## config.mk

```make
export PLATFORM = sky130hd
export DESIGN_NAME = uart_rx
export DESIGN_NICKNAME = d
export VERILOG_FILES = /design/src/rtl/uart_rx_pkg.sv /design/src/rtl/uart_sync2.sv /design/src/rtl/uart_rx.sv
export SDC_FILE = /design/constraint.sdc
export NUM_CORES = 1
export LEC_CHECK = 0
export CAP_MARGIN = 15
export CORE_MARGIN = 5
export CORE_UTILIZATION = 50
export CTS_BUF_LIST = sky130_fd_sc_hd__clkbuf_4
export CTS_CLUSTER_SIZE = 14
export DETAILED_ROUTE_END_ITERATION = 8
export PLACE_DENSITY_LB_ADDON = 0.12
export SYNTH_ARGS = -nofsm -noshare
export SYNTH_HDL_FRONTEND = slang
export SYNTH_SLANG_ARGS = --single-unit
```

## constraint.sdc

```tcl
create_clock -name clk -period 3.4 [get_ports clk]
set_input_delay 0.85 -clock clk [delete_from_list [all_inputs] [get_ports clk]]
set_output_delay 0.85 -clock clk [all_outputs]
set_load 0.03 [all_outputs]
```

## src/rtl/uart_rx_pkg.sv

```systemverilog
// Shared definitions for the UART receive path: frame shape, FSM states and
// the baud divisor arithmetic used by both transmit and receive sides.
`timescale 1ns/1ps
package uart_rx_pkg;

    localparam int DATA_BITS = 8;

    typedef enum logic [2:0] {
        ST_IDLE  = 3'd0,
        ST_START = 3'd1,
        ST_DATA  = 3'd2,
        ST_STOP  = 3'd3,
        ST_BREAK = 3'd4
    } rx_state_t;

    // Whole system clocks per line bit, truncated.
    function automatic int clks_per_bit(input int clk_freq, input int baud);
        return clk_freq / baud;
    endfunction

endpackage

```

## src/rtl/uart_sync2.sv

```systemverilog
// Two-flop synchroniser for an asynchronous single-bit input.
`timescale 1ns/1ps
module uart_sync2 #(
    parameter logic RST_VAL = 1'b1
) (
    input  logic clk,
    input  logic rst,
    input  logic d,
    output logic q
);

    logic meta_q;
    logic sync_q;

    // Two-stage capture of the asynchronous input; both stages reset to the idle level.
    always_ff @(posedge clk or posedge rst) begin
        if (rst) begin
            meta_q <= RST_VAL;
            sync_q <= RST_VAL;
        end else begin
            meta_q <= d;
            sync_q <= meta_q;
        end
    end

    assign q = sync_q;

endmodule

```

## src/rtl/uart_rx.sv

```systemverilog
// 8N1 UART receiver: start-bit validation, mid-bit sampling, one-entry
// holding register with valid/ready, frame-error and overrun pulses.
`timescale 1ns/1ps
module uart_rx
    import uart_rx_pkg::*;
#(
    parameter int CLK_FREQ = 50_000_000,
    parameter int BAUD     = 115200
) (
    input  logic       clk,
    input  logic       rst,
    input  logic       rx,
    output logic [7:0] rx_byte,
    output logic       rx_valid,
    input  logic       rx_ready,
    output logic       rx_frame_err,
    output logic       rx_overrun,
    output logic       rx_busy
);

    localparam int CLKS_PER_BIT = clks_per_bit(CLK_FREQ, BAUD);
    localparam int HALF_BIT     = CLKS_PER_BIT / 2;
    localparam int CNT_W        = $clog2(CLKS_PER_BIT);

    localparam logic [CNT_W-1:0] HALF_LAST = CNT_W'(HALF_BIT - 1);
    localparam logic [CNT_W-1:0] BIT_LAST  = CNT_W'(CLKS_PER_BIT - 1);
    localparam logic [2:0]       LAST_IDX  = 3'(DATA_BITS - 1);

    logic             rx_s;
    rx_state_t        state_q, state_d;
    logic [CNT_W-1:0] cnt_q, cnt_d;
    logic [2:0]       idx_q, idx_d;
    logic [7:0]       shift_q, shift_d;
    logic [7:0]       byte_q, byte_d;
    logic             valid_q, valid_d;
    logic             ferr_q, ferr_d;
    logic             ovr_q, ovr_d;
    logic             busy_q, busy_d;

    uart_sync2 #(.RST_VAL(1'b1)) u_sync (
        .clk (clk),
        .rst (rst),
        .d   (rx),
        .q   (rx_s)
    );

    // Frame sequencing, bit sampling and holding-register commit/consume.
    always_comb begin
        state_d = state_q;
        cnt_d   = cnt_q;
        idx_d   = idx_q;
        shift_d = shift_q;
        byte_d  = byte_q;
        valid_d = valid_q;
        ferr_d  = 1'b0;
        ovr_d   = 1'b0;

        // A consume empties the register unless a commit below refills it.
        if (valid_q && rx_ready) begin
            valid_d = 1'b0;
        end

        case (state_q)
            ST_IDLE: begin
                cnt_d = '0;
                if (!rx_s) begin
                    state_d = ST_START;
                end
            end
            ST_START: begin
                if (cnt_q == HALF_LAST) begin
                    cnt_d   = '0;
                    idx_d   = '0;
                    state_d = rx_s ? ST_IDLE : ST_DATA;
                end else begin
                    cnt_d = cnt_q + CNT_W'(1);
                end
            end
            ST_DATA: begin
                if (cnt_q == BIT_LAST) begin
                    cnt_d   = '0;
                    shift_d = {rx_s, shift_q[7:1]};
                    if (idx_q == LAST_IDX) begin
                        state_d = ST_STOP;
                    end else begin
                        idx_d = idx_q + 3'd1;
                    end
                end else begin
                    cnt_d = cnt_q + CNT_W'(1);
                end
            end
            ST_STOP: begin
                if (cnt_q == BIT_LAST) begin
                    cnt_d = '0;
                    if (rx_s) begin
                        state_d = ST_IDLE;
                        if (!valid_q || rx_ready) begin
                            byte_d  = shift_q;
                            valid_d = 1'b1;
                        end else begin
                            ovr_d = 1'b1;
                        end
                    end else begin
                        ferr_d  = 1'b1;
                        state_d = ST_BREAK;
                    end
                end else begin
                    cnt_d = cnt_q + CNT_W'(1);
                end
            end
            ST_BREAK: begin
                // Hold off until the line returns high so a stuck-low line
                // is not taken as a stream of start bits.
                if (rx_s) begin
                    state_d = ST_IDLE;
                end
            end
            default: begin
                state_d = ST_IDLE;
            end
        endcase

        busy_d = (state_d != ST_IDLE);
    end

    // State and output registers; reset discards any partial frame.
    always_ff @(posedge clk or posedge rst) begin
        if (rst) begin
            state_q <= ST_IDLE;
            cnt_q   <= '0;
            idx_q   <= '0;
            shift_q <= '0;
            byte_q  <= '0;
            valid_q <= 1'b0;
            ferr_q  <= 1'b0;
            ovr_q   <= 1'b0;
            busy_q  <= 1'b0;
        end else begin
            state_q <= state_d;
            cnt_q   <= cnt_d;
            idx_q   <= idx_d;
            shift_q <= shift_d;
            byte_q  <= byte_d;
            valid_q <= valid_d;
            ferr_q  <= ferr_d;
            ovr_q   <= ovr_d;
            busy_q  <= busy_d;
        end
    end

    assign rx_byte      = byte_q;
    assign rx_valid     = valid_q;
    assign rx_frame_err = ferr_q;
    assign rx_overrun   = ovr_q;
    assign rx_busy      = busy_q;

endmodule
```

==> results.tsv <==
stage	metric	value	unit
run_status	status	complete, no violations	
critical_path	reg2reg path depth	6	
critical_path	FF-to-FF Start	cnt_q[1]$_DFFE_PP0P_	
sta	WHS	0.365	ns
floorplanning	Die Area	0.00479	mm^2
drt	WL final	2.89	mm
global_route	GRT Total Usage	13.7	%
drt	Final ANT Viol Nets	0	
sta	Rel. slew slack	54.9	%
critical_path	Critical Path RT	3.64	ns
min_path	min-delay src	u_sync.meta_q$_DFF_PP1_	
critical_path	CP Max Fanout	8	
clocking	CTS tree	done	
final_layout	post-route cell area	0.00203	mm^2
final_layout	nets	174	
floorplanning	Die Height	69.2	um
min_path	hold crit path type	reg -> reg	
clocking	cts repair resizes	0	
clocking	Hold-fix buffers, CTS	0	
yosys	yosys warns	0	
global_route	gr ovfl total	0	
placed_design	Post-DP Area	0.00193	mm^2
job	Max Cap Viol	0	
clocking	Root Driver	clkbuf_4	
sta	Max Freq	0.432	GHz
floorplanning	Core Rows	21	
drt	DRC	0	
sta	Worst Tran Pin Value	0.675	ns
clocking	H-tree depth	2	
pwr	power density over the cells	412	mW/mm^2
critical_path	crit path capture type	flip-flop	
clocking	Clock Pin Slew Worst Setup and Hold Paths	0.11	ns
placed_design	dpl hpwl	2.05	mm
drt	TritonRoute pass-1 iters	5	
global_route	first-pass GRT wire length	5.27	mm
global_route	initial antenna violation count	0	
critical_path	CP Buf/Inv Count	1	
sta	unrepaired setup endpoints after global routing	no	
clocking	Post-CTS Setup Inserts	0	
yosys	Post-synth ARST share	100	%
clocking	total CTS buffers	5	
critical_path	critical path data arrival time	2.55	ns
yosys	syn nets	158	
global_route	M1 GR Usage	16.7	%
yosys	Post-synth EDFFs	0	
sta	fin. max-slew vios	0	
global_route	Global Route met3 Usage	4.64	%
drt	wire length per cell	13.6	um
critical_path	cell family with most CP delay	simple AND/OR/NAND/NOR gates	
global_route	gr busiest metal	met2	
placed_design	placed insts	204	
yosys	Mean Syn Cell Area	11.8	um^2
pwr	Leakage	0.942	nW
sta	final setup vio count	0	
placed_design	# port buffers	15	
yosys	library cells used by synthesis	43	
drt	Vias/cell	5.56	
final_layout	ant diodes	0	
placed_design	Final Wtd Congestion	0.772	
critical_path	Worst Path Class, Setup	reg -> reg	
global_route	met2 GRT Util	21.7	%
floorplanning	initial core utilization	52.1	%
floorplanning	Die Wd	69.2	um
yosys	Gate Count Post-Synth	149	
global_route	vias in the first global route	1157	
yosys	Seq/Total Area, Yosys	53.0	%
sta	setup TNS	0	ns
clocking	clk buf depth	2	
critical_path	RR Endpoint	rx_byte[1]$_DFFE_PP0P_	
sta	Final Cycle Share	68.0	%
min_path	Hold Path Stages	0	
final_layout	FILL cells	300	
final_layout	Area Overhead vs Synth	16.1	%
global_route	largest net degree at the start of global routing	38	
yosys	Seq cells post-synth	37	
clocking	clock latency at the later pin of the worst-skew pair	0.35	ns
critical_path	critical path's slowest cell	nor2b_1	
critical_path	reg2reg setup slack	1.09	ns
pwr	Peak VDD IR	0.367	mV
final_layout	Cell Count, Final, Fillers Out	212	
drt	via count	1178	
clocking	Clock Sinks	37	
yosys	Main synth FF type	dfrtp_1	
min_path	Worst Hold Path EP	u_sync.q$_DFF_PP1_	
floorplanning	Placeable Area	0.00336	mm^2
yosys	cell area after synthesis	0.00175	mm^2
drt	drt initial violations	51	
critical_path	CP startpoint kind	flip-flop	
floorplanning	I/O pin cnt	16	
sta	setup skew after layout	0.00768	ns
final_layout	layout cells sized above 1	19.3	%
critical_path	crit path cell chain	inv_1 -> ha_1 -> and4bb_2 -> nand4_1 -> nor2b_1 -> mux2_2	
sta	Tmin final	2.31	ns
critical_path	CP max stage delay	0.58	ns
sta	Hold Vio Cnt, Final	0	
## Yosys cell counts, drive strengths merged, types with 2 or more instances
cell type / number / area [um^2]
nor2: 9 / 33.8
nor4: 3 / 18.8
nand4: 2 / 12.5
dfrtp: 35 / 876
o21ai: 6 / 30.0
nand2: 10 / 37.5
nand4b: 2 / 17.5
and4bb: 2 / 25.0
mux2: 18 / 203
ha: 5 / 62.6
or3: 2 / 12.5
clkbuf: 4 / 16.3
dfstp: 2 / 52.6
nor3b: 3 / 22.5
inv: 5 / 18.8
nand2b: 2 / 15.0
xor2: 2 / 17.5
nor2b: 2 / 12.5
or2: 2 / 12.5
o22ai: 2 / 12.5
and4b: 2 / 20.0
a21oi: 2 / 21.3
a22o: 4 / 35.0
o21a: 3 / 22.5
nand3: 4 / 20.0
o211ai: 2 / 15.0
buf: 3 / 23.8
nor3: 3 / 15.0
## cell usage in the layout (no fill, tap or decap), types with 3 or more instances in the layout
master | synthesis | final
dfrtp_1 | 35 | 35
mux2_2 | 16 | 16
clkdlybuf4s50_1 | 0 | 15
nand2_1 | 10 | 10
nor2_1 | 9 | 9
o21ai_0 | 6 | 6
inv_1 | 5 | 5
ha_1 | 5 | 5
clkbuf_4 | 0 | 5
nand3_1 | 4 | 4
a22o_1 | 4 | 4
nor3b_1 | 3 | 3
nor3_1 | 3 | 3
o21a_1 | 3 | 3
nor4_1 | 3 | 3
## registers in the layout, summed over array words and instances, names as in the netlist
signal,flops
u_sync.q,1
rx_overrun,1
rx_byte,8
cnt_q,9
rx_busy,1
rx_frame_err,1
rx_valid,1
u_sync.meta_q,1
state_q,3
idx_q,3
shift_q,8
## how the worst max path moves through the flow
stage | from | end | cells after the start | slack [ns]
finish | cnt_q[1]$_DFFE_PP0P_ | rx_byte[1]$_DFFE_PP0P_ | 6 | 1.09
global placement | rx_ready | rx_byte[7]$_DFFE_PP0P_ | 4 | 0.89
global route | cnt_q[1]$_DFFE_PP0P_ | rx_byte[7]$_DFFE_PP0P_ | 6 | 0.85
CTS | cnt_q[1]$_DFFE_PP0P_ | rx_byte[1]$_DFFE_PP0P_ | 6 | 1.06
detailed placement | rx_ready | rx_byte[7]$_DFFE_PP0P_ | 4 | 0.84
floorplan | cnt_q[1]$_DFFE_PP0P_ | rx_busy$_DFF_PP0_ | 7 | 1.45
## where the power goes
part | total (mW) | internal, mW | switching (mW)
combinational | 0.0125 | 0.00406 | 0.00844
sequential | 0.443 | 0.442 | 0.00131
clock | 0.383 | 0.231 | 0.151
## per-layer routing
metal	vias up	wire (um)
met5	-	0
met4	0	42
met3	4	122
met2	17	1390
met1	584	1330
li1	573	-
## cells by family after synthesis
kind of cell	after synthesis	synth area share, %
xor gates and xnor gates	3	1.50
AOI/OAI and AO/OA	22	9.21
DFF	37	53.0
muxes	19	12.1
and+or+nand+nor	51	17.3
buffers and inverters	12	3.35
adders and majority gates	5	3.57
## final cells by class
class,instances,area [um^2],share of cell area [%]
multi-input cells,100,766,37.6
flip-flops and latches,37,928,45.6
well taps,46,57.6,2.83
clock buffers,5,37.5,1.85
clock inverters,3,68.8,3.38
inverters,5,18.8,0.923
repair buffers,16,158,7.75
## metrics by stage
step	setup WS [ns]	util, %	power [mW]
3_3_place_gp	0.891	57.3	0.465
4_1_cts	1.06	60.5	0.850
5_1_grt	0.851	60.5	0.869
6_report	1.09	60.5	0.839
3_5_place_dp	0.842	57.3	0.465
2_1_floorplan	1.45	-	0.458
No activity file was read; power rests on OpenSTA's default activity.
